==> src/rtl/dmem_pkg.sv <==
// Shared definitions for the data-memory port master: RV32I width codes,
// FSM state encoding and default geometry.
package dmem_pkg;

    localparam int DMEM_ADDR_W = 10;
    localparam int DMEM_RD_LAT = 1;

    localparam logic [2:0] F3_B  = 3'b000;
    localparam logic [2:0] F3_H  = 3'b001;
    localparam logic [2:0] F3_W  = 3'b010;
    localparam logic [2:0] F3_BU = 3'b100;
    localparam logic [2:0] F3_HU = 3'b101;

    typedef enum logic [2:0] {
        IDLE    = 3'd0,
        RD      = 3'd1,
        RD_WAIT = 3'd2,
        WR      = 3'd3,
        RESP    = 3'd4
    } dmem_state_e;

    // Stores only have signed widths; unsigned codes are load-only.
    function automatic logic f3_legal(input logic we, input logic [2:0] f3);
        logic ok;
        case (f3)
            F3_B, F3_H, F3_W: ok = 1'b1;
            F3_BU, F3_HU:     ok = ~we;
            default:          ok = 1'b0;
        endcase
        return ok;
    endfunction

endpackage

==> src/rtl/dmem_port_master_align.sv <==
// Combinational lane logic: load byte/halfword extraction with sign/zero
// extension, and sub-word merge of store data into a previously read word.
module dmem_align
    import dmem_pkg::*;
(
    input  logic [2:0]  funct3,
    input  logic [1:0]  addr_lo,
    input  logic [31:0] rd_word,
    input  logic [31:0] wdata,
    output logic [31:0] load_data,
    output logic [31:0] store_word
);

    logic [7:0]  byte_s;
    logic [15:0] half_s;

    // Select the addressed lanes and build both load and store views.
    always_comb begin
        byte_s     = 8'd0;
        half_s     = 16'd0;
        load_data  = 32'd0;
        store_word = rd_word;

        case (addr_lo)
            2'd0:    byte_s = rd_word[7:0];
            2'd1:    byte_s = rd_word[15:8];
            2'd2:    byte_s = rd_word[23:16];
            2'd3:    byte_s = rd_word[31:24];
            default: byte_s = 8'd0;
        endcase

        if (addr_lo[1]) begin
            half_s = rd_word[31:16];
        end else begin
            half_s = rd_word[15:0];
        end

        case (funct3)
            F3_B:    load_data = {{24{byte_s[7]}}, byte_s};
            F3_BU:   load_data = {24'd0, byte_s};
            F3_H:    load_data = {{16{half_s[15]}}, half_s};
            F3_HU:   load_data = {16'd0, half_s};
            F3_W:    load_data = rd_word;
            default: load_data = 32'd0;
        endcase

        // Unaddressed lanes come straight from rd_word, so they write back unchanged.
        case (funct3)
            F3_B: begin
                case (addr_lo)
                    2'd0:    store_word[7:0]   = wdata[7:0];
                    2'd1:    store_word[15:8]  = wdata[7:0];
                    2'd2:    store_word[23:16] = wdata[7:0];
                    2'd3:    store_word[31:24] = wdata[7:0];
                    default: store_word        = rd_word;
                endcase
            end
            F3_H: begin
                if (addr_lo[1]) begin
                    store_word[31:16] = wdata[15:0];
                end else begin
                    store_word[15:0] = wdata[15:0];
                end
            end
            F3_W:    store_word = wdata;
            default: store_word = rd_word;
        endcase
    end

endmodule

==> src/rtl/dmem_port_master.sv <==
// Single-outstanding load/store master for a 32-bit BRAM data port with
// fixed read latency; sub-word stores are done as read-modify-write.
module dmem_port_master
    import dmem_pkg::*;
#(
    parameter int RD_LAT = DMEM_RD_LAT,
    parameter int ADDR_W = DMEM_ADDR_W
) (
    input  logic              clk,
    input  logic              rst_n,
    input  logic              req_valid,
    output logic              req_ready,
    input  logic              req_we,
    input  logic [2:0]        req_funct3,
    input  logic [31:0]       req_addr,
    input  logic [31:0]       req_wdata,
    output logic              rsp_valid,
    output logic [31:0]       rsp_rdata,
    output logic              rsp_err,
    output logic              enb,
    output logic              web,
    output logic [ADDR_W-1:0] addrb,
    output logic [31:0]       dinb,
    input  logic [31:0]       doutb
);

    dmem_state_e       state_q, state_d;
    logic              req_ready_q, req_ready_d;
    logic              rsp_valid_q, rsp_valid_d;
    logic              rsp_err_q, rsp_err_d;
    logic [31:0]       rsp_rdata_q, rsp_rdata_d;
    logic              enb_q, enb_d;
    logic              web_q, web_d;
    logic [ADDR_W-1:0] addrb_q, addrb_d;
    logic [31:0]       dinb_q, dinb_d;
    logic              we_q, we_d;
    logic [2:0]        funct3_q, funct3_d;
    logic [1:0]        addr_lo_q, addr_lo_d;
    logic [31:0]       wdata_q, wdata_d;
    logic [1:0]        wait_cnt_q, wait_cnt_d;

    logic              accept_s;
    logic              req_err_s;
    logic              misalign_s;
    logic [31:0]       load_data_s;
    logic [31:0]       store_word_s;

    dmem_align u_align (
        .funct3     (funct3_q),
        .addr_lo    (addr_lo_q),
        .rd_word    (doutb),
        .wdata      (wdata_q),
        .load_data  (load_data_s),
        .store_word (store_word_s)
    );

    assign accept_s = req_valid && req_ready_q && (state_q == IDLE);

    // Classify the incoming request as misaligned, out of range or illegal.
    always_comb begin
        case (req_funct3[1:0])
            2'b01:   misalign_s = req_addr[0];
            2'b10:   misalign_s = (req_addr[1:0] != 2'd0);
            default: misalign_s = 1'b0;
        endcase
        req_err_s = misalign_s
                 || ((req_addr >> (ADDR_W + 2)) != 32'd0)
                 || !f3_legal(req_we, req_funct3);
    end

    // Next-state and next-output logic for the access sequencer.
    always_comb begin
        state_d     = state_q;
        req_ready_d = 1'b0;
        rsp_valid_d = 1'b0;
        rsp_err_d   = 1'b0;
        rsp_rdata_d = rsp_rdata_q;
        enb_d       = 1'b0;
        web_d       = 1'b0;
        addrb_d     = addrb_q;
        dinb_d      = dinb_q;
        we_d        = we_q;
        funct3_d    = funct3_q;
        addr_lo_d   = addr_lo_q;
        wdata_d     = wdata_q;
        wait_cnt_d  = wait_cnt_q;

        case (state_q)
            IDLE: begin
                if (accept_s) begin
                    we_d      = req_we;
                    funct3_d  = req_funct3;
                    addr_lo_d = req_addr[1:0];
                    wdata_d   = req_wdata;
                    addrb_d   = req_addr[ADDR_W+1:2];
                    if (req_err_s) begin
                        state_d     = RESP;
                        rsp_valid_d = 1'b1;
                        rsp_err_d   = 1'b1;
                        rsp_rdata_d = 32'd0;
                    end else if (req_we && (req_funct3 == F3_W)) begin
                        state_d = WR;
                        enb_d   = 1'b1;
                        web_d   = 1'b1;
                        dinb_d  = req_wdata;
                    end else begin
                        state_d = RD;
                        enb_d   = 1'b1;
                    end
                end else begin
                    req_ready_d = 1'b1;
                end
            end
            RD: begin
                state_d    = RD_WAIT;
                wait_cnt_d = 2'(RD_LAT - 1);
            end
            RD_WAIT: begin
                // doutb is valid in the last wait cycle; sub-word stores write back next.
                if (wait_cnt_q == 2'd0) begin
                    if (we_q) begin
                        state_d = WR;
                        enb_d   = 1'b1;
                        web_d   = 1'b1;
                        dinb_d  = store_word_s;
                    end else begin
                        state_d     = RESP;
                        rsp_valid_d = 1'b1;
                        rsp_rdata_d = load_data_s;
                    end
                end else begin
                    wait_cnt_d = wait_cnt_q - 2'd1;
                end
            end
            WR: begin
                state_d     = RESP;
                rsp_valid_d = 1'b1;
                rsp_rdata_d = 32'd0;
            end
            RESP: begin
                state_d     = IDLE;
                req_ready_d = 1'b1;
            end
            default: begin
                state_d = IDLE;
            end
        endcase
    end

    // State and registered outputs; reset abandons any access in flight.
    always_ff @(posedge clk or negedge rst_n) begin
        if (!rst_n) begin
            state_q     <= IDLE;
            req_ready_q <= 1'b0;
            rsp_valid_q <= 1'b0;
            rsp_err_q   <= 1'b0;
            rsp_rdata_q <= 32'd0;
            enb_q       <= 1'b0;
            web_q       <= 1'b0;
            addrb_q     <= '0;
            dinb_q      <= 32'd0;
            we_q        <= 1'b0;
            funct3_q    <= 3'd0;
            addr_lo_q   <= 2'd0;
            wdata_q     <= 32'd0;
            wait_cnt_q  <= 2'd0;
        end else begin
            state_q     <= state_d;
            req_ready_q <= req_ready_d;
            rsp_valid_q <= rsp_valid_d;
            rsp_err_q   <= rsp_err_d;
            rsp_rdata_q <= rsp_rdata_d;
            enb_q       <= enb_d;
            web_q       <= web_d;
            addrb_q     <= addrb_d;
            dinb_q      <= dinb_d;
            we_q        <= we_d;
            funct3_q    <= funct3_d;
            addr_lo_q   <= addr_lo_d;
            wdata_q     <= wdata_d;
            wait_cnt_q  <= wait_cnt_d;
        end
    end

    assign req_ready = req_ready_q;
    assign rsp_valid = rsp_valid_q;
    assign rsp_err   = rsp_err_q;
    assign rsp_rdata = rsp_rdata_q;
    assign enb       = enb_q;
    assign web       = web_q;
    assign addrb     = addrb_q;
    assign dinb      = dinb_q;

endmodule

==> config.mk <==
export PLATFORM = sky130hd
export DESIGN_NAME = dmem_port_master
export DESIGN_NICKNAME = d
export VERILOG_FILES = /design/src/rtl/dmem_pkg.sv /design/src/rtl/dmem_port_master_align.sv /design/src/rtl/dmem_port_master.sv
export SDC_FILE = /design/constraint.sdc
export NUM_CORES = 1
export LEC_CHECK = 0
export ABC_CLOCK_PERIOD_IN_PS = 2200
export CAP_MARGIN = 30
export CORE_ASPECT_RATIO = 0.6
export CORE_MARGIN = 2
export CORE_UTILIZATION = 40
export CTS_CLUSTER_DIAMETER = 150
export DETAILED_ROUTE_END_ITERATION = 7
export MAX_ROUTING_LAYER = met4
export PLACE_DENSITY = 0.65
export SLEW_MARGIN = 10
export SYNTH_ARGS = -nofsm -noshare
export SYNTH_HDL_FRONTEND = slang
export SYNTH_HIERARCHICAL = 1
export SYNTH_SLANG_ARGS = --single-unit
export TNS_END_PERCENT = 20
==> constraint.sdc <==
create_clock -name clk -period 2.2 [get_ports clk]
set_input_delay 0.44 -clock clk [delete_from_list [all_inputs] [get_ports clk]]
set_output_delay 0.44 -clock clk [all_outputs]
set_load 0.1 [all_outputs]
# After elaboration in Yosys (flattened, before gate mapping)
# Index checks and enable logic that the tools add are counted.
[word_totals] reg_bits=122 output_inout_bits=79
[classes] n_addsub=1 n_eq_ne=25 n_mux=48 bitwise_logic=1 n_reduce_logical=23
[ops] cell="$mux W32" count=9
[ops] cell="$pmux W32 S3" count=2
[ops] cell="$pmux W32 S5" count=1
[ops] cell="$pmux W32 S2" count=1
[ops] cell="$mux W16" count=3
[ops] cell="$mux W8" count=4
[ops] cell="$pmux W8 S4" count=1
[ops] cell="$reduce_bool A32 Y1" count=1
[ops] cell="$eq A3 B3 Y1 const B" count=5
[ops] cell="$ne A2 B2 Y1 const B" count=7
[ops] cell="$mux W1" count=13
[ops] cell="$eq A3 B2 Y1 const B" count=4
[ops] cell="$mux W3" count=4
[ops] cell="$pmux W3 S4" count=1
[ops] cell="$pmux W1 S2" count=5
[ops] cell="$eq A3 B1 Y1 const B" count=3
[ops] cell="$logic_not A3 Y1" count=3
[ops] cell="$eq A2 B2 Y1 const B" count=3
[ops] cell="$reduce_and A2 Y1" count=3
[ops] cell="$reduce_and A6 Y1" count=1
[ops] cell="$reduce_bool A2 Y1" count=3
[ops] cell="$reduce_and A5 Y1" count=1
[ops] cell="$eq A2 B1 Y1 const B" count=2
[ops] cell="$logic_not A2 Y1" count=2
[ops] cell="12 further kinds" count=16

# Longest topological paths before layout
# Gate-level depths: netlist of run 1.
[logic_depth] word_depth=8 depth_mapped=8 ltp_nobuf=7

# Cells and area by module
# The synthesis of run 1 kept the hierarchy.
[modules_own_cells] module="dmem_port_master" n_inst=1 cells_per_inst=380 area_each_um2=5092.4 seq_area_each_um2=3052.9
[modules_own_cells] module="dmem_align" n_inst=1 cells_per_inst=222 area_each_um2=1539.0 seq_area_each_um2=0.0

# Worst setup path after synthesis of run 1
# OpenSTA, ideal clock, no wires.
[synth_path] path_type="register -> register" start="register req_ready_q, in the netlist req_ready" end="register addr_lo_q[0]" setup_ns=0.125 arrival_ns=2.246 required_ns=2.075 setup_slack_ns=-0.171 path_stages_with_launch=7 period_less_slack_ns=2.371 cell_sequence="dfrtp_1 -> nand2_1 -> or4_4 -> buf_6 -> buf_6 -> buf_6 -> mux2_4"
[synth_via] elab_chain_len=3
[synth_rtl] element="start, declared" line="dmem_port_master.sv:28" text="logic req_ready_q, req_ready_d;"
[synth_rtl] element="start signal, assigned" line="dmem_port_master.sv:169" text="req_ready_q <= req_ready_d;"
[synth_rtl] element="$logic_and A1 B1 Y1 (2 in series)" line="dmem_port_master.sv:57" text="assign accept_s = req_valid && req_ready_q && (state_q == IDLE);"
[synth_rtl] element="$reduce_and A2 Y1 (no source line)"
[synth_rtl] element="end signal, assigned" line="dmem_port_master.sv:179" text="addr_lo_q <= addr_lo_d;"
[synth_rtl] element="end, declared" line="dmem_port_master.sv:38" text="logic [1:0] addr_lo_q, addr_lo_d;"
# No other way between the ends.
# A chain may end at the register's enable or synchronous reset.

# Worst setup path in the final report of run 1
[layout_path] start="input req_funct3[0]" end="register rsp_rdata_q[5], in the netlist rsp_rdata[5]"
[layout_via] elab_chain_len=7 word_cells_on_any_way=16
[layout_rtl] element="start, declared" line="dmem_port_master.sv:14" text="input logic [2:0] req_funct3,"
[layout_rtl] element="$eq A3 B2 Y1, or another cell as far along" line="dmem_pkg.sv:25" text="case (f3)"
[layout_rtl] element="$reduce_or A3 Y1 / $reduce_or A2 Y1 (equally long branches)" line="dmem_pkg.sv:25"
[layout_rtl] element="$pmux W1 S2" line="dmem_pkg.sv:25"
[layout_rtl] element="$logic_not A1 Y1" line="dmem_port_master.sv:68" text="|| !f3_legal(req_we, req_funct3);"
[layout_rtl] element="$logic_or A1 B1 Y1 *" line="dmem_port_master.sv:68"
[layout_rtl] element="$ne A2 B2 Y1 (no source line) *"
[layout_rtl] element="$reduce_and A5 Y1 (no source line) *"
[layout_rtl] element="end signal, assigned" line="dmem_port_master.sv:172" text="rsp_rdata_q <= rsp_rdata_d;"
[layout_rtl] element="end, declared" line="dmem_port_master.sv:31" text="logic [31:0] rsp_rdata_q, rsp_rdata_d;"
# Every way passes the cells marked *; elsewhere a longest branch is shown, timed or not.

==> results.sh, run 1 <==
export IMPL_drt_vias_per_instance=5.82
export IMPL_grt_pass1_vias=5811
export IMPL_overflow=0
export IMPL_drive_gt1_frac=0.300
export IMPL_synth_cells=602
export IMPL_place_hpwl_microns=16900
export IMPL_final_nets=900
export IMPL_routed_wl_microns=22000
export IMPL_maxCapViolations=0
export IMPL_clk_pin_slew_worst_paths_ns=0.06
export IMPL_area_delta_synth_final_pct=38.8
export IMPL_cp_required_ns=2.50
export IMPL_synth_seq_cells=122
export IMPL_cts_buffers=17
export IMPL_vias=5910
export IMPL_cts_sinks=122
export IMPL_synth_xor_area_frac=0
export IMPL_worstPathCellList="clkdlybuf4s50_1, inv_1, ha_2, nor2b_1, o311a_1, a31oi_4, nor2_2, buf_12, a22o_1"
export IMPL_grt_max_degree=43
export IMPL_ys_warnings_count=6
export IMPL_multi_input_area_sq_um=3200
export IMPL_power_frac_seq=0.336
export IMPL_ys_async_sr_fraction=1.00
export IMPL_die_h_microns=104
export IMPL_wire_per_inst_microns=21.7
export IMPL_synthSimpleGateAreaFrac=0.111
export IMPL_drc=0
export IMPL_clock_power_share=0.347
export IMPL_cts_tree="done"
export IMPL_worst_setup_path_end_kind="flop"
export IMPL_switching_share=0.368
export IMPL_place_gp_congestion=0.905
export IMPL_htreeDepth=4
export IMPL_ant_nets=0
export IMPL_leakagePower_nw=4.13
export IMPL_synth_top_family_by_area="compound AO/OA/AOI/OAI gates"
export IMPL_synth_compound_area_share=0.185
export IMPL_post_route_util=0.568
export IMPL_yosysSeqAreaShare=0.460
export IMPL_tightest_slew_ns=0.547
export IMPL_max_stage_delay_ns=0.49
export IMPL_fp_row_count=36
export IMPL_synthFlopType="dfrtp_1"
export IMPL_p_comb_frac=0.317
export IMPL_r2r_slack_ns=0.15
export IMPL_fin_cells=1015
export IMPL_drt_initial_drc_count=520
export IMPL_synth_nets=709
export IMPL_ios=182
export IMPL_crit_fanout=34
export IMPL_hold_slack_ns=0.500
export IMPL_final_max_slew_viol_count=0
export IMPL_core_area_sq_um=16200
export IMPL_p_int_mw=5.22
export IMPL_hold_path_class="in2async"
export IMPL_drt_pass1_iter_count=7
export IMPL_port_buffers=181
export IMPL_grt_use_total=0.260
export IMPL_synth_distinct_cells=56
export IMPL_syn_area_sq_um=6630
export IMPL_slew_headroom=0.635
export IMPL_vdd_drop_max_uv=562
export IMPL_cp_slowest_cell="clkdlybuf4s50_1"
export IMPL_critPathKind="in2reg"
export IMPL_hold_violations=0
export IMPL_finalPower_mw=8.26
export IMPL_die_w_microns=170
export IMPL_p_sw_mw=3.04
export IMPL_fmax_mhz=462
export IMPL_fin_skew_ns=0.0110
export IMPL_placed_cells=981
export IMPL_setup_viol=0
export IMPL_status="complete, no violations"
export IMPL_grt_antenna_before_repair=0
export IMPL_period_share=0.983
export IMPL_fillCellCount=1397
export IMPL_fin_setup_tns_ns=0
export IMPL_powerDensity_nw_per_um2=897
export IMPL_clk_latency_ns=0.42
export IMPL_start_util=0.409
export IMPL_synthAdderAreaFrac=0.00755
export IMPL_grt_pass1_wl_microns=34000
export IMPL_seqCellArea_sq_um=3060
export IMPL_clockBufferDepth=2
export IMPL_startpoint_type="input pin"
export IMPL_syn_area_per_cell_sq_um=11.0
export IMPL_antenna_cells=0
export IMPL_dieArea_sq_um=17700
export IMPL_synth_edf_count=0
export IMPL_synth_area_mux_share=0.177
export IMPL_fin_crit_ns=2.16
export IMPL_cts_root_buf="clkbuf_16"
export IMPL_arrival_ns=2.47
-- per-stage QoR --
step	setup slack, ns	area [sq um]
2_1_floorplan	0.125	6630
3_3_place_gp	-0.275	8560
3_5_place_dp	-0.373	8560
4_1_cts	0.0479	9170
5_1_grt	-0.0116	9210
6_report	0.0371	9210
-- final cells by class --
class                   count  share of cell area
clock buffers              18              0.0477
clock inverters            14              0.0174
inverters                  17             0.00693
multi-input cells         409               0.348
flip-flops and latches    122               0.332
well taps                 209              0.0284
repair buffers            226               0.220
-- layer usage --
metal  vias up  routed length (microns)  GRT usage
li1       2652                        -          -
met1      2952                    11000      0.399
met2       279                     9120      0.342
met3        27                     1740     0.0657
met4         0                      207     0.0562
met5         -                        0          -
-- placed cells by master, fill, tap and decap left out, types with 5 or more instances in the layout --
cell type | synthesis | routed
a22o_1 | 34 | 34
o21ai_1 | 29 | 29
a222oi_1 | 8 | 8
o22ai_1 | 7 | 7
nand2_1 | 21 | 21
mux2_2 | 56 | 56
buf_4 | 9 | 118
and3_1 | 9 | 9
o211ai_1 | 9 | 9
a221o_1 | 8 | 8
a21oi_1 | 15 | 15
clkbuf_16 | 0 | 17
nor4_1 | 7 | 6
clkdlybuf4s50_1 | 0 | 101
inv_6 | 0 | 5
mux2_4 | 8 | 8
dfrtp_1 | 122 | 120
nand3_1 | 56 | 56
nor2_1 | 13 | 13
a22oi_1 | 17 | 17
mux2i_1 | 42 | 42
nor2b_1 | 5 | 5
o21ai_0 | 23 | 23
inv_1 | 17 | 17
buf_12 | 0 | 5
-- cell usage after synthesis, drive strengths merged, types with 5 or more instances --
master,n,area [sq um]
a22oi,18,140
mux2,64,751
clkbuf,15,56.3
and3,9,56.3
mux2i,42,420
nor2b,5,31.3
a22o,34,298
nand2,21,78.8
inv,17,63.8
buf,39,272
a222oi,8,80.1
nor2,14,55.1
dfrtp,122,3050
o211ai,9,67.6
o22ai,7,43.8
nand3,56,280
o21ai,56,303
a221o,8,80.1
a21oi,17,108
nor4,8,65.1
-- cell families (layout without fill, tap and decap cells) --
family / Yosys count / in the layout
muxes: 106 / 106
and+or+nand+nor: 131 / 131
buffers and inverters: 71 / 275
adders and majority gates: 4 / 4
DFF: 122 / 122
AOI/OAI and AO/OA: 168 / 168
-- power by group through the flow --
stage	Combinational, mW	Clock [mW]	Sequential, mW
final	2.62	2.86	2.77
after global routing	2.77	3.01	2.80
after CTS	2.59	2.89	2.76
after detailed placement	2.58	0	2.79
after global placement	2.54	0	2.79
after floorplan	1.31	0	3.22
-- critical path: cells and delay by family --
kind	cells	cell delay (ns)
AND/OR/NAND/NOR	2	0.23
AO/OA/AOI/OAI	3	0.83
buffers and inverters	3	0.74
adder cells (fa/ha/maj)	1	0.20
-- timing repair --
item,in CTS,in global routing
hold endpoints to repair,24,0
buffers inserted,0,1
hold buffers,1,0
endpoints found under the setup margin,0,65
resized for setup,0,8
-- sequential cells by signal, summed over array words and instances (netlist names), 2 cells and up --
signal,count
addr_lo_q,2
wdata_q,32
dinb,32
rsp_rdata,32
funct3_q,3
addrb,10
wait_cnt_q,2
state_q,3
-- final timing paths --
check,start,end,depth (start not counted)
setup reg to reg,funct3_q[0],dinb[14],7
setup / recovery,req_funct3[0],rsp_rdata[5],9
max in group asynchronous,rst_n,wdata_q[12],3
hold reg to reg,rsp_rdata[16],rsp_rdata[16],1
hold / removal,rst_n,dinb[29],2
min in group clk,rsp_rdata[16],rsp_rdata[16],1
No activity file was read; power rests on OpenSTA's default activity.
==> run 2, diff against run 1 <==
--- a/config.mk
+++ b/config.mk
@@ -14,7 +14,6 @@
 export DETAILED_ROUTE_END_ITERATION = 7
 export MAX_ROUTING_LAYER = met4
 export PLACE_DENSITY = 0.65
-export SLEW_MARGIN = 10
 export SYNTH_ARGS = -nofsm -noshare
 export SYNTH_HDL_FRONTEND = slang
 export SYNTH_HIERARCHICAL = 1
==> results of run 2 <==
The final DEF is identical to that of run 1; final timing and power are the same.
==> run 3, diff against run 2 <==
--- a/config.mk
+++ b/config.mk
@@ -12,8 +12,9 @@
 export CORE_UTILIZATION = 40
 export CTS_CLUSTER_DIAMETER = 150
 export DETAILED_ROUTE_END_ITERATION = 7
+export DONT_BUFFER_PORTS = 1
 export MAX_ROUTING_LAYER = met4
-export PLACE_DENSITY = 0.65
+export PLACE_DENSITY = 0.51
 export SYNTH_ARGS = -nofsm -noshare
 export SYNTH_HDL_FRONTEND = slang
 export SYNTH_HIERARCHICAL = 1
==> results.sh, run 3 (synthesis gave the netlist of run 1 again) <==
export IMPL_preCtsSetupSlack_ns=0.184
export IMPL_fin_skew_ns=0.00700
export IMPL_violations="DRC, hold timing"
export IMPL_hold_path_class="in2async"
export IMPL_design_area_sq_um=7920
export IMPL_path_depth=7
export IMPL_worst_setup_path_end_kind="flop"
export IMPL_grt_antenna_before_repair=1
export IMPL_htreeDepth=4
export IMPL_die_w_microns=170
export IMPL_slew_headroom=0.400
export IMPL_setup_ws_ns=0.205
export IMPL_period_share=0.907
export IMPL_startpoint_type="flop"
export IMPL_ant_nets=0
export IMPL_cts_root_buf="clkbuf_16"
export IMPL_cp_slowest_cell="nor4b_4"
export IMPL_cp_required_ns=2.54
export IMPL_core_area_sq_um=16200
export IMPL_vias=5310
export IMPL_grt_pass1_wl_microns=31500
export IMPL_grt_use_total=0.247
export IMPL_overflow=0
export IMPL_fmax_mhz=501
export IMPL_start_util=0.409
export IMPL_cp_top_family="simple AND/OR/NAND/NOR gates"
export IMPL_die_h_microns=104
export IMPL_clockBufferDepth=2
export IMPL_vdd_drop_max_uv=499
export IMPL_max_stage_delay_ns=0.43
export IMPL_worstPathCellList="nor2b_1, buf_4, nor4b_4, a22oi_1, o21ai_0, mux2i_1, o21ai_1"
export IMPL_drive_gt1_frac=0.311
export IMPL_dieArea_sq_um=17700
export IMPL_arrival_ns=2.33
export IMPL_wire_per_inst_microns=23.8
export IMPL_place_hpwl_microns=15700
export IMPL_maxCapViolations=0
export IMPL_grt_pass1_vias=5155
export IMPL_critPathKind="reg2reg"
export IMPL_cts_sinks=122
export IMPL_setup_viol=0
export IMPL_fillCellCount=1490
export IMPL_hold_slack_ns=-0.280
export IMPL_place_area_sq_um=7320
export IMPL_drt_pass1_iter_count=8
export IMPL_final_max_slew_viol_count=0
export IMPL_cts_setup_buffers=0
export IMPL_fp_row_count=36
export IMPL_crit_fanout=18
export IMPL_clk_pin_slew_worst_paths_ns=0.06
export IMPL_place_gp_congestion=0.896
export IMPL_area_delta_synth_final_pct=19.5
export IMPL_multi_input_area_sq_um=3200
export IMPL_status="finished with violations"
export IMPL_port_buffers=0
export IMPL_final_nets=769
export IMPL_final_common_cell="dfrtp_1"
export IMPL_most_common_layout_cells="dfrtp_1 (120), buf_4 (93), nand3_1 (56), mux2_2 (56), mux2i_1 (42)"
export IMPL_fin_setup_tns_ns=0
export IMPL_cts_buffers=17
export IMPL_tightest_slew_ns=0.900
export IMPL_drt_initial_drc_count=581
export IMPL_hold_violations=122
export IMPL_seqCellArea_sq_um=3060
export IMPL_rsz0062_at_grt="false"
export IMPL_worstRegToRegCells=7
export IMPL_grt_max_degree=123
export IMPL_leakagePower_nw=3.58
export IMPL_cts_tree="done"
export IMPL_drt_vias_per_instance=6.00
export IMPL_fin_crit_ns=1.99
export IMPL_routed_wl_microns=21100
export IMPL_ios=182
export IMPL_path_buf_inv=1
export IMPL_post_cts_resized=0
export IMPL_drc=1
export IMPL_clk_latency_ns=0.42
export IMPL_powerDensity_nw_per_um2=991
## run 3: cell count changes in the layout (fill, tap and decap cells not counted), sizes merged, moves of 2 or more
cell,previous run,this run
clkbuf,18,20
inv,23,17
clkdlybuf4s50,101,0
clkinv,3,7
buf,124,95
## run 3: worst paths after layout
path | start | end | slack (ns)
max in group asynchronous | rst_n | wdata_q[16] | 2.23
min in group clk | req_we | we_q | 0.16
worst min register to register | rsp_rdata[20] | rsp_rdata[20] | 0.50
worst max register to register | funct3_q[0] | dinb[25] | 0.21
worst max-delay path | funct3_q[0] | dinb[25] | 0.21
worst min-delay path | rst_n | addrb[2] | -0.28
## run 3: stage by stage
stage | instances | total power [mW] | utilization | hold WS [ns]
finish | 885 | 7.85 | 0.489 | -0.280
global route | 885 | 8.16 | 0.489 | -0.299
CTS | 884 | 7.87 | 0.489 | -0.300
detailed placement | 852 | 4.98 | 0.451 | 0.147
global placement | 852 | 4.93 | 0.451 | 0.147
floorplan | 602 | 4.53 | - | 0.144
## run 3: layer usage
layer / up-vias / GRT usage / wire length (microns)
met5: - / - / 0
met4: 0 / 0.0647 / 318
met3: 21 / 0.101 / 2470
met2: 242 / 0.318 / 8660
met1: 2657 / 0.354 / 9640
li1: 2390 / - / -
## run 3: power by group
group	switching, mW	total, mW	internal (mW)	leakage, nW
combinational	1.13	1.90	0.763	1.77
clock	1.04	2.87	1.83	0.296
sequential	0.608	3.08	2.48	1.51
total	2.78	7.85	5.07	3.58
## run 3: final cells by class
cell class                 count  area share
multi-input combinational    409       0.404
sequential                   122       0.386
timing repair buffer          95      0.0932
clock buffer                  20      0.0576
tap                          209      0.0330
clock inverter                12      0.0186
inverter                      17     0.00805
antenna                        1    0.000316
